File: src/rtl/fetch_unit.sv
// fetch_unit
// Instruction-fetch stage between the program ROM and the decoder.
// It holds the program counter and drives the ROM address straight from it.
// The returned word is registered into a one-entry output slot.
// The slot is handed to the decoder with a valid/ready handshake.
// Jumps redirect the PC and discard any unaccepted instruction.
// Fetching stops after the halt word is captured, until a jump or reset.
//
// Ports:
//   clk          single clock, rising-edge state updates
//   rst          synchronous active-high reset
//   rom_addr     ROM address, combinationally equal to PC
//   rom_data     ROM word for rom_addr (same-cycle read)
//   instr        registered instruction presented to the decoder
//   instr_pc     address instr was fetched from
//   instr_valid  instr/instr_pc hold an unconsumed instruction
//   instr_ready  decoder accepts instr this cycle
//   jump_en      single-cycle redirect request
//   jump_addr    redirect target, sampled when jump_en=1
//   halted       fetch stopped by the halt word

module fetch_unit #(
    parameter int             M         = 8,
    parameter int             N         = 9,
    parameter logic [M-1:0]   RESET_PC  = '0,
    parameter logic [N-1:0]   HALT_WORD = '1
) (
    input  logic         clk,
    input  logic         rst,
    output logic [M-1:0] rom_addr,
    input  logic [N-1:0] rom_data,
    output logic [N-1:0] instr,
    output logic [M-1:0] instr_pc,
    output logic         instr_valid,
    input  logic         instr_ready,
    input  logic         jump_en,
    input  logic [M-1:0] jump_addr,
    output logic         halted
);

    typedef enum logic {
        FETCH = 1'b0,
        HALT  = 1'b1
    } state_t;

    localparam logic [M-1:0] PC_ONE = {{(M-1){1'b0}}, 1'b1};

    state_t       state, state_n;
    logic [M-1:0] pc, pc_n;
    logic [N-1:0] instr_n;
    logic [M-1:0] instr_pc_n;
    logic         valid_n;
    logic         slot_free;

    // The slot can take a new word when it is empty or being drained this cycle.
    assign slot_free = !instr_valid || instr_ready;
    assign rom_addr  = pc;

    // halted is simply the HALT state.
    // It rises on the capturing edge and clears on jump or reset.
    assign halted    = (state == HALT);

    // Next-state logic.
    // A jump takes priority over everything except reset and never captures.
    // Without a jump, FETCH captures whenever the slot is free.
    // HALT only lets the last word drain.
    always_comb begin
        state_n    = state;
        pc_n       = pc;
        instr_n    = instr;
        instr_pc_n = instr_pc;
        valid_n    = instr_valid;

        if (jump_en) begin
            pc_n    = jump_addr;
            valid_n = 1'b0;
            state_n = FETCH;
        end else begin
            case (state)
                FETCH: begin
                    if (slot_free) begin
                        instr_n    = rom_data;
                        instr_pc_n = pc;
                        valid_n    = 1'b1;
                        pc_n       = pc + PC_ONE;
                        if (rom_data == HALT_WORD) begin
                            state_n = HALT;
                        end
                    end
                end
                HALT: begin
                    if (instr_valid && instr_ready) begin
                        valid_n = 1'b0;
                    end
                end
                default: state_n = FETCH;
            endcase
        end
    end

    // State register; reset overrides jumps, stalls and the halt state.
    always_ff @(posedge clk) begin
        if (rst) begin
            state       <= FETCH;
            pc          <= RESET_PC;
            instr       <= '0;
            instr_pc    <= '0;
            instr_valid <= 1'b0;
        end else begin
            state       <= state_n;
            pc          <= pc_n;
            instr       <= instr_n;
            instr_pc    <= instr_pc_n;
            instr_valid <= valid_n;
        end
    end

endmodule

File: config.mk
export PLATFORM = sky130hd
export DESIGN_NAME = fetch_unit
export DESIGN_NICKNAME = d
export VERILOG_FILES = /design/src/rtl/fetch_unit.sv
export SDC_FILE = /design/constraint.sdc
export NUM_CORES = 1
export LEC_CHECK = 0
export CAP_MARGIN = 25
export CORE_MARGIN = 4
export CORE_UTILIZATION = 40
export DETAILED_ROUTE_END_ITERATION = 7
export HOLD_SLACK_MARGIN = 0.15
export PLACE_DENSITY_LB_ADDON = 0.2
export SLEW_MARGIN = 15
export SYNTH_ARGS = -nofsm -noshare
export SYNTH_HDL_FRONTEND = slang
export SYNTH_SLANG_ARGS = --single-unit
File: constraint.sdc
create_clock -name clk -period 3.7 [get_ports clk]
set_input_delay 0.74 -clock clk [delete_from_list [all_inputs] [get_ports clk]]
set_output_delay 0.74 -clock clk [all_outputs]
set_load 0.005 [all_outputs]
==> impl_metrics.yaml <==
power:
  ir_worst_vdd_v: 0.000180
  power_density_nw_per_um2: 337
  finalPower_w: 0.000567
  p_leak_nw: 0.588
logic_synthesis:
  yosysTopAreaCellShare_pct: 45.6
  yosysTopAreaCell: "dfxtp_1"
  synth.area.top_cells: "dfxtp_1 46%, nand2_1 12%, a21oi_1 7.6%"
  ys.flop_type: "dfxtp_1"
  synth_edf_count: 0
  avgSynthCellArea_um2: 8.41
  synth_seq_cells: 27
  synth_seq_area_share_pct: 45.6
  synthArstFlopShare_pct: 0
  syn_area_um2: 1190
  yosysWarnings: 0
  ys_top_cells_by_count: "38 x nand2_1, 27 x dfxtp_1, 18 x a21oi_1"
  yosys.cell_types.count: 32
  syn-num-nets: 163
  post-synth-top-count-cell: "nand2_1"
  syn_inst: 141
cts:
  clkLatencyLatePin_ns: 0.32
  clockBufferDepth: 2
  cts_hold_buf: 0
  ctsResizeCount: 0
  cts_setup_buffers: 0
  cts_max_level: 1
  cts_made_buffers: 3
  cts_root_buffer: "clkbuf_4"
  cts_tree: "yes"
  clock-sinks: 27
  clkTransAtPathRegs_ns: 0.14
sta:
  slew_violations: 0
  max_slew_margin_pct: 32.9
  period_share_pct: 62.9
  hold_violations: 0
  period_minus_slack_ns: 2.33
  worst_pin_slew_ns: 1.00
  setup_ws_ns: 1.37
  setup_viol: 0
  clock.fmax_mhz: 429
  skew_ns: 0.00863
  setup_tns_ns: 0
  rsz0062_at_grt: "false"
critical_path:
  worst-path-stages: 1
  crit_type: "flop to primary output"
  path_max_fanout: 13
  start_kind: "flop"
  critical_path.slowest_cell: "dfxtp_1"
  cp-end-kind: "primary output"
  path_cells: "clkdlybuf4s50_1"
  reg2reg_depth: 3
  cp_num_buf_inv: 1
  cp.arrival_ns: 1.59
  cp.required_ns: 2.96
  max_stage_delay_ns: 0.67
  crit_family: "flip-flops"
floorplan:
  ios: 48
  die_w_um: 62.5
  die_area_um2: 3900
  core.rowCount: 19
  start_util_pct: 42.3
  coreArea_um2: 2810
  fp.dieH_um: 62.5
grt:
  grt_pass1_wl_um: 4750
  grt_usage_pct: 14.7
  grt_pass1_vias: 1064
  antenna_found_initial: 0
  grt_max_degree: 28
  gr-total-overflow: 0
place:
  pre_cts_ws_ns: 1.23
  hpwl_um: 2120
  dpl_cell_area_um2: 1660
  place_congestion: 0.758
  port_buffers: 47
layout:
  area_delta_synth_final_pct: 41.9
  stdcell_area_um2: 1680
  multiInputGateArea_um2: 591
  drive_gt1_share_pct: 8.15
  nets: 207
  fillerInstances: 269
  antenna_cells: 0
  final_util_pct: 60.0
  regArea_um2: 541
route:
  dr.pass1.iters: 4
  routed_wirelength_um: 2880
  drtAntennaViolNets: 0
  avgRoutedWirePerCell_um: 13.4
  first_iter_violations: 32
  viasPerCell: 5.24
  drc: 0
  vias: 1126
hold_path:
  hp-class: "flop to flop"
  hold_depth: 2
status:
  status: "complete, no violations"
run:
  drv_cap: 0
==> area by class of cell <==
type,count,share of cell area (%)
sequential,27,32.1
timing repair buffer,48,28.4
clock buffer,3,1.34
clock inverter,1,0.297
inverter,2,0.446
multi-input combinational,103,35.1
tap,31,2.30
==> worst paths after layout <==
kind / from / slack, ns / end
max: halted$_SDFF_PP0_ / 1.37 / halted
min: instr_pc[6]$_SDFFE_PP0P_ / 0.46 / instr_pc[6]$_SDFFE_PP0P_
max reg2reg: halted$_SDFF_PP0_ / 2.01 / instr_pc[1]$_SDFFE_PP0P_
min reg2reg: instr_pc[6]$_SDFFE_PP0P_ / 0.46 / instr_pc[6]$_SDFFE_PP0P_
==> cell families after synthesis <==
family / share of synthesized area [%]
and+or+nand+nor: 28.6
AOI/OAI and AO/OA: 15.7
DFF: 45.6
buffers and inverters: 4.64
xor gates and xnor gates: 4.43
adders and majority gates: 1.05
==> layout by cell type (no fill, tap or decap), types with 2 or more instances in the layout <==
cell / synthesis / routed
clkdlybuf4s50_1: 0 / 47
a21oi_1: 18 / 18
dfxtp_1: 27 / 27
nor3_1: 3 / 3
nand2_1: 38 / 38
a211oi_2: 2 / 2
nor4b_2: 2 / 2
clkbuf_4: 0 / 3
xnor2_1: 6 / 6
nand4_1: 2 / 2
inv_1: 2 / 2
nand3_1: 3 / 3
a211oi_1: 3 / 3
nor2_1: 10 / 10
==> layer usage <==
layer  track usage (%)  wire [um]  vias up
li1                  -          -      573
met1              17.8       1340      521
met2              25.2       1380       30
met3              4.32        150        2
met4              4.13         13        0
met5                 0          0        -
==> sequential cells by signal, summed over array words and instances, names as in the netlist <==
name / cells
instr: 9
instr_pc: 8
rom_addr: 8
halted: 1
instr_valid: 1
==> stage by stage <==
step | cells | hold slack (ns)
6_report | 215 | 0.462
3_5_place_dp | 211 | 0.448
4_1_cts | 215 | 0.467
2_1_floorplan | 141 | 0.453
3_3_place_gp | 211 | 0.442
5_1_grt | 215 | 0.486
==> where the power goes <==
group | switching [W] | leakage, nW | internal (W) | total [W]
combinational | 0.0000456 | 0.348 | 0.0000682 | 0.000114
sequential | 0.0000164 | 0.222 | 0.000309 | 0.000325
clock | 0.0000875 | 0.0177 | 0.0000404 | 0.000128
Power figures use the tool's default switching activity.
